### config.mk
export PLATFORM = sky130hd
export DESIGN_NAME = lockin_quadrature_accumulator
export DESIGN_NICKNAME = d
export VERILOG_FILES = /design/src/rtl/lockin_quadrature_accumulator.sv
export SDC_FILE = /design/constraint.sdc
export NUM_CORES = 2
export LEC_CHECK = 0
export BUFFER_PORTS_ARGS = -buffer_cell sky130_fd_sc_hd__buf_2
export CORE_MARGIN = 5
export CORE_UTILIZATION = 35
export DETAILED_ROUTE_END_ITERATION = 10
export PLACE_DENSITY_LB_ADDON = 0.2
export RECOVER_POWER = 100
export SYNTH_ARGS = -nofsm -noshare
export SYNTH_HDL_FRONTEND = slang
export SYNTH_SLANG_ARGS = --single-unit
### constraint.sdc
create_clock -name clock -period 14.05 [get_ports clock]
set_input_delay 1.405 -clock clock [delete_from_list [all_inputs] [get_ports clock]]
set_output_delay 1.405 -clock clock [all_outputs]
set_load 0.05 [all_outputs]
### src/rtl/lockin_quadrature_accumulator.sv
// Lock-in quadrature accumulator: multiplies zero-mean samples by internal sin/cos tables
// and integrates over M_CYCLES reference periods, emitting one I/Q pair per window.
module lockin_quadrature_accumulator #(
    parameter int Q_in     = 32,
    parameter int N        = 16,
    parameter int M_CYCLES = 8,
    parameter int Q_ref    = 16,
    localparam int Q_out   = Q_in + Q_ref + $clog2(N * M_CYCLES)
) (
    input  logic                    clock,
    input  logic                    reset,
    input  logic signed [Q_in-1:0]  data_in,
    input  logic                    data_in_valid,
    input  logic                    phase_sync,
    output logic signed [Q_out-1:0] out_i,
    output logic signed [Q_out-1:0] out_q,
    output logic                    data_out_valid
);

    localparam int KW  = $clog2(N);
    localparam int PCW = (M_CYCLES > 1) ? $clog2(M_CYCLES) : 1;
    localparam int PW  = Q_in + Q_ref;

    // Round half away from zero: offset by 0.5 toward the sign, then truncate toward zero.
    function automatic logic signed [Q_ref-1:0] ref_entry(input int idx, input bit use_cos);
        real amp;
        real ang;
        real v;
        amp = real'((64'sd1 <<< (Q_ref - 1)) - 64'sd1);
        ang = 2.0 * 3.141592653589793 * real'(idx) / real'(N);
        v   = amp * (use_cos ? $cos(ang) : $sin(ang));
        v   = (v >= 0.0) ? v + 0.5 : v - 0.5;
        return Q_ref'($rtoi(v));
    endfunction

    logic signed [Q_ref-1:0] sin_rom [N];
    logic signed [Q_ref-1:0] cos_rom [N];

    for (genvar g = 0; g < N; g++) begin : g_rom
        localparam logic signed [Q_ref-1:0] SIN_V = ref_entry(g, 1'b0);
        localparam logic signed [Q_ref-1:0] COS_V = ref_entry(g, 1'b1);
        assign sin_rom[g] = SIN_V;
        assign cos_rom[g] = COS_V;
    end

    logic [KW-1:0]  k;
    logic [PCW-1:0] p;
    logic [KW-1:0]  k_use;
    logic [PCW-1:0] p_use;
    logic           k_wrap;
    logic           p_wrap;
    logic           sync_in;

    always_comb begin
        sync_in = data_in_valid && phase_sync;
        k_use   = phase_sync ? '0 : k;
        p_use   = phase_sync ? '0 : p;
        k_wrap  = (k_use == KW'(N - 1));
        p_wrap  = (p_use == PCW'(M_CYCLES - 1));
    end

    logic signed [Q_in-1:0]  d1;
    logic signed [Q_ref-1:0] s1;
    logic signed [Q_ref-1:0] c1;
    logic                    last1;
    logic                    v1;

    always_ff @(posedge clock or posedge reset) begin
        if (reset) begin
            k     <= '0;
            p     <= '0;
            d1    <= '0;
            s1    <= '0;
            c1    <= '0;
            last1 <= 1'b0;
            v1    <= 1'b0;
        end else begin
            v1 <= data_in_valid;
            if (data_in_valid) begin
                d1    <= data_in;
                s1    <= sin_rom[k_use];
                c1    <= cos_rom[k_use];
                last1 <= k_wrap && p_wrap;
                k     <= k_wrap ? '0 : k_use + KW'(1);
                if (k_wrap) begin
                    p <= p_wrap ? '0 : p_use + PCW'(1);
                end else begin
                    p <= p_use;
                end
            end
        end
    end

    logic signed [PW-1:0] prod_s;
    logic signed [PW-1:0] prod_c;
    logic                 last2;
    logic                 v2;

    // A sync kills the old-window sample moving into the product stage.
    always_ff @(posedge clock or posedge reset) begin
        if (reset) begin
            prod_s <= '0;
            prod_c <= '0;
            last2  <= 1'b0;
            v2     <= 1'b0;
        end else begin
            v2 <= v1 && !sync_in;
            if (v1) begin
                prod_s <= PW'(d1) * PW'(s1);
                prod_c <= PW'(d1) * PW'(c1);
                last2  <= last1;
            end
        end
    end

    logic signed [Q_out-1:0] acc_s;
    logic signed [Q_out-1:0] acc_c;
    logic signed [Q_out-1:0] sum_i;
    logic signed [Q_out-1:0] sum_q;
    logic                    sum_v;

    always_ff @(posedge clock or posedge reset) begin
        if (reset) begin
            acc_s <= '0;
            acc_c <= '0;
            sum_i <= '0;
            sum_q <= '0;
            sum_v <= 1'b0;
        end else begin
            sum_v <= v2 && last2 && !sync_in;
            if (sync_in) begin
                acc_s <= '0;
                acc_c <= '0;
            end else if (v2) begin
                if (last2) begin
                    sum_i <= acc_s + Q_out'(prod_s);
                    sum_q <= acc_c + Q_out'(prod_c);
                    acc_s <= '0;
                    acc_c <= '0;
                end else begin
                    acc_s <= acc_s + Q_out'(prod_s);
                    acc_c <= acc_c + Q_out'(prod_c);
                end
            end
        end
    end

    always_ff @(posedge clock or posedge reset) begin
        if (reset) begin
            out_i          <= '0;
            out_q          <= '0;
            data_out_valid <= 1'b0;
        end else begin
            data_out_valid <= sum_v;
            if (sum_v) begin
                out_i <= sum_i;
                out_q <= sum_q;
            end
        end
    end

endmodule

Word level (Yosys, flattened, before mapping)

Memory sizes are Yosys's and may differ from the RTL's. A register that Yosys moved wholly into a read port is not among the register bits.
Cells that the tools add are included.

$add $sub $neg: 4
$mul: 2
Equal/unequal tests: 2
Muxes and demuxes: 11
Bitwise gates (word level): 2
Reduce and logical (&&, ||, !) cells: 8

Operators with widths:

| cell                                                           | count |
|---|---|
| 55-bit two-way mux                                             | 6 |
| 55-bit by 48-bit adder with 55-bit output                      | 2 |
| 32-bit by 16-bit multiplier with 48-bit output                 | 2 |
| 3-bit two-way mux                                              | 3 |
| 4-bit two-way mux                                              | 2 |
| 1-bit logical AND                                              | 5 |
| 4-bit NOT with 5-bit output                                    | 1 |
| 4-bit by 1-bit adder with 4-bit output (second input constant) | 1 |
| 4-bit == test (second input constant)                          | 1 |
| 3-bit by 1-bit adder with 3-bit output (second input constant) | 1 |
| 3-bit == test (second input constant)                          | 1 |
| 3-bit AND reduction                                            | 1 |
| 2-bit nonzero test                                             | 1 |
| 1-bit logical NOT                                              | 1 |
| 1-bit NOT                                                      | 1 |

Register bits after elaboration: 471
Bits in read-only memories: 512
Input bits: 36
Logic and storage cells: 48
Memories: 2

Memories:

| memory           | depth | bits a word | rd ports | clocked after Yosys merged registers in | wr ports | line | RTL |
|---|---|---|---|---|---|---|---|
| (name not given) | 16    | 16          | 1        | 1                                       | 0        | 82   | `c1 <= cos_rom[k_use];` |
| (name not given) | 16    | 16          | 1        | 1                                       | 0        | 81   | `s1 <= sin_rom[k_use];` |

Logic depth before layout (Yosys ltp)

Word-level depth: 4
Mapped depth: 28

Worst setup path after synthesis

No wires, ideal clock.

Kind: register to register
Start: register s1[1]
End: register prod_s[46]
Library setup time: 0.126 ns
Arrival time: 6.589 ns
Setup slack: 7.335 ns
Cell stages (with the launch flop): 25
Buffers on the path: 3
Clock period less this slack: 6.715 ns
Cell sequence: dfrtp_1 -> clkbuf_1 -> buf_1 -> nand2_1 -> fa_1 -> fa_1 -> fa_1 -> inv_1 -> fa_1 -> fa_1 -> inv_1 -> fa_1 -> inv_1 -> ha_1 -> o21ai_0 -> nand2b_1 -> and2_1 -> clkbuf_1 -> o21ai_0 -> a2bb2oi_2 -> o21ai_1 -> a311o_1 -> a2111oi_1 -> o21bai_1 -> a311o_1

Cells in the longest elaborated chain, start to end: 1

Ends and longest elaborated chain:

| what                                           | line | RTL |
|---|---|---|
| start, declared                                | 63   | `logic signed [Q_ref-1:0] s1;` |
| 32-bit by 16-bit multiplier with 48-bit output | 109  | `prod_s <= PW'(d1) * PW'(s1);` |
| end signal, assigned                           | 109  |  |
| end, declared                                  | 94   | `logic signed [PW-1:0] prod_s;` |

No other way between the ends.
A chain may end at the register's enable or synchronous reset.

Final worst setup path

Start: register s1[13]
End: register prod_s[46]

Same word-level chain as after synthesis.

==> results.md <==
* Top Family by Delay on Critical Path: compound AO/OA/AOI/OAI gates
* Fin nets at 7360
* DIE HEIGHT at 416.3 um
* CP Cell Sequence: clkbuf_1 -> and2_0 -> inv_1 -> fa_1 -> inv_1 -> fa_1 -> ha_1 -> fa_1 -> inv_1 -> fa_1 -> fa_1 -> inv_1 -> ha_1 -> a2111oi_0 -> o21ai_0 -> a31oi_1 -> a2bb2oi_1 -> o21ai_0 -> a311o_1 -> a2111oi_0 -> o21bai_1 -> a311o_1
* Pins Over Slew Limit at ~1000
* Register area share after synthesis at 21.35%
* CP max FO at 22
* Most frequent cells in the layout: 1199 x inv_1, 959 x fa_1, 919 x nand2_1, 493 x dfrtp_1, 356 x ha_1
* CP Buf/Inv Count at 5
* Largest net degree at the start of global routing at 80
* Ys async rst share at 100.0%
* Syn avg cell area at around 9.6 um^2
* Worst path required time at 14.56 ns
* Max-Slew Margin vs Limit at -147.9%
* RSZ-0062 raised after global routing: false
* DR WL/cell at 19.29 um
* First-pass GRT wire length at 257700 um
* First-iteration detailed-routing DRC count at approximately 2300
* GRT Residual Overflow at 0
* Clk buf depth at 3
* Slowest CP cell: dfrtp_1
* Setup crit start kind: flop
* Post-route setup TNS at 0 ns
* DR vias at between 40000 and 50000
* Count of cell types in the netlist at 75
* Syn Inst Count at between 5000 and 6000
* DP Wirelength at 128500 um
* R2r setup slk at 5.50 ns
* Number of max-cap violations at 18
* Core Region at 164600 um^2
* Fin crit period at roughly 8.6 ns
* CP Data Arrival Time at 9.06 ns
* Die ar. at around 170000 um^2
* Fill count at 16730
* Die width at 416.3 um
* Antenna viol nets, final at 0
* Fin crit share at 60.87%
* Setup Buffers After CTS at 0
* Synthesized flop and latch total at 493
* CTS tree: yes
* Skew-Pair Late Insertion Delay at approximately 0.65 ns
* Final hold vios at 0
* Syn. warnings at 0
* Initial Utilization at between 30% and 40%
* Clock-pin slew on the worst setup and hold paths at 0.06 ns
* Drt pass-1 iters at 5
* Share of cells above drive strength 1 at 7.117%
* Seq. cell area at 12340 um^2
* EDFF count, synth at 0
* CTS resizes at 0
* Area grow syn2layout at 8.299%
* TritonCTS Buffers at 57
* CP Class: reg -> reg
* Gr usage total at around a fifth
* Layout Skew at 0.02341 ns
* Ys flop type: dfrtp_1
* Worst Tran Pin Value at 3.718 ns
* Drt via density at 4.886
* Failing checks: capacitance limit, slew limit
* Area taken by multi-input logic gates at about 40000 um^2
* IO Port Bufs at 146
* Final setup viols at 0
* Worst setup EP type: flop
* H-tree lvl count at 2
* CTS sink count at approximately 500
* CTS root buf: clkbuf_16
* FMAX at between 0.1 and 0.15 GHz
* Antenna violations before repair at 3
* Synthesized area at around 58000 um^2
* Commonest non-fill, non-tap cell in the layout: inv_1
* Status: complete, but fails checks
* WL final at 159100 um
* Final RePlAce weighted congestion at 0.8936
* Vias in the first global route at 44240
* Cell Rows at about 150
* Worst min path class: reg -> reg
* DRC at 0
* Critical Path Most Common Cell: fa_1
* CTS Hold Buffers Added at 0
* Max stage delay on crit path at 0.91 ns
* I/O pins at approximately 150
* Synthesized net count at 7348
==> cells in the mapped netlist (5+ instances only) <==
library cell | instances | area share (%)
a41o_1 | 7 | 0.12
nor3_1 | 20 | 0.17
nand4_1 | 18 | 0.19
a21boi_0 | 8 | 0.10
nand2_1 | 919 | 6.0
inv_1 | 1200 | 7.8
xor2_1 | 63 | 0.95
and3_1 | 29 | 0.31
nor2b_1 | 28 | 0.30
clkbuf_1 | 245 | 1.6
or3_1 | 5 | 0.054
o21bai_1 | 43 | 0.56
and2_1 | 128 | 1.4
xnor2_1 | 153 | 2.3
mux2_2 | 227 | 4.4
and4_1 | 8 | 0.12
fa_1 | 959 | 33
ha_1 | 356 | 7.7
o2111ai_1 | 5 | 0.076
nand2b_1 | 70 | 0.76
o22ai_1 | 6 | 0.065
a221oi_1 | 9 | 0.14
buf_1 | 12 | 0.078
nand3_1 | 58 | 0.50
a21o_1 | 117 | 1.5
or2_2 | 6 | 0.065
nand3b_1 | 5 | 0.065
nor2_1 | 143 | 0.93
a211o_1 | 5 | 0.076
o211ai_1 | 11 | 0.14
a22o_1 | 86 | 1.3
a211oi_1 | 17 | 0.22
a31oi_1 | 28 | 0.30
dfrtp_1 | 493 | 21
o221ai_1 | 6 | 0.091
o21ai_0 | 168 | 1.5
o31ai_1 | 13 | 0.17
a21oi_1 | 235 | 2.0
a311o_1 | 6 | 0.10
o21a_1 | 14 | 0.18
==> registers in the layout, indices dropped and copies added, names as in the netlist <==
| signal | cells |
|---|---|
| acc_s | 55 |
| sum_i | 55 |
| prod_c | 48 |
| prod_s | 48 |
| v1 | 1 |
| data_out_valid | 1 |
| last2 | 1 |
| s1 | 11 |
| p | 3 |
| d1 | 32 |
| last1 | 1 |
| v2 | 1 |
| out_i | 55 |
| out_q | 55 |
| acc_c | 55 |
| sum_v | 1 |
| c1 | 11 |
| sum_q | 55 |
| k | 4 |
==> worst paths after layout <==
kind,startpoint,endpoint,cells past startpoint
max,s1[13],prod_s[46],22
min,sum_q[12],sum_q[12],2
max reg2reg,s1[13],prod_s[46],22
min reg2reg,sum_q[12],sum_q[12],2
max in group asynchronous,reset,out_q[42],5
min in group asynchronous,reset,out_i[3],2
==> cell type report <==
cell class / instances / area share, %
Sequential cell: 493 / 19.71
Multi-Input combinational cell: 4039 / 63.80
Clock buffer: 75 / 2.565
Timing Repair Buffer: 216 / 1.693
Tap cell: 2189 / 4.376
Inverter: 1202 / 7.211
Clock inverter: 31 / 0.6337
Antenna cell: 1 / 0.003998
==> logic make-up (layout without fill, tap and decap cells) <==
kind of cell / Yosys count / after routing / synth area share, %
AOI/OAI and AO/OA: 835 / 835 / 9.505
xor gates and xnor gates: 216 / 216 / 3.274
adders and majority gates: 1315 / 1315 / 40.93
buffers and inverters: 1465 / 1524 / 9.539
DFF: 493 / 493 / 21.35
muxes: 230 / 230 / 4.497
other: 0 / 1 / 0
and+or+nand+nor: 1443 / 1443 / 10.91
==> worst reg2reg max path, cell delays in order, from the launching register on <==
cell       delay (ns)
dfrtp_1          0.91
clkbuf_1         0.66
and2_0           0.27
inv_1            0.07
fa_1             0.36
inv_1            0.08
fa_1             0.42
ha_1             0.21
fa_1             0.48
inv_1            0.05
fa_1             0.46
fa_1             0.51
inv_1            0.04
ha_1             0.33
a2111oi_0        0.38
o21ai_0          0.32
a31oi_1          0.41
a2bb2oi_1        0.39
o21ai_0          0.35
a311o_1          0.58
a2111oi_0        0.61
o21bai_1         0.19
a311o_1          0.34
==> metrics by stage <==
step	hold slack [ns]	setup WS (ns)	instance area (um^2)	utilization, %	cells
floorplan	0.3704	5.958	57790	-	5997
global placement	0.4602	6.228	60830	36.95	8139
detailed placement	0.4579	6.095	60830	36.95	8139
CTS	0.4753	6.078	62830	38.17	8245
global route	0.4890	4.376	62590	38.02	8246
finish	0.4692	5.497	62590	38.02	8246
==> layer usage <==
layer  part of all wire (%)  wire length (um)  global-route usage (%)  vias to the layer above
met3                    3.5              5621                   1.872                      157
li1                       -                 -                       -                    18710
met2                     50             80320                   33.00                      745
met5                      0                 0                       0                        -
met4                    2.7              4276                   4.388                        0
met1                     43             68880                   24.76                    20680
Power is not shown: default switching activity piles up to over one toggle a cycle in this logic, so the estimate is an artifact.
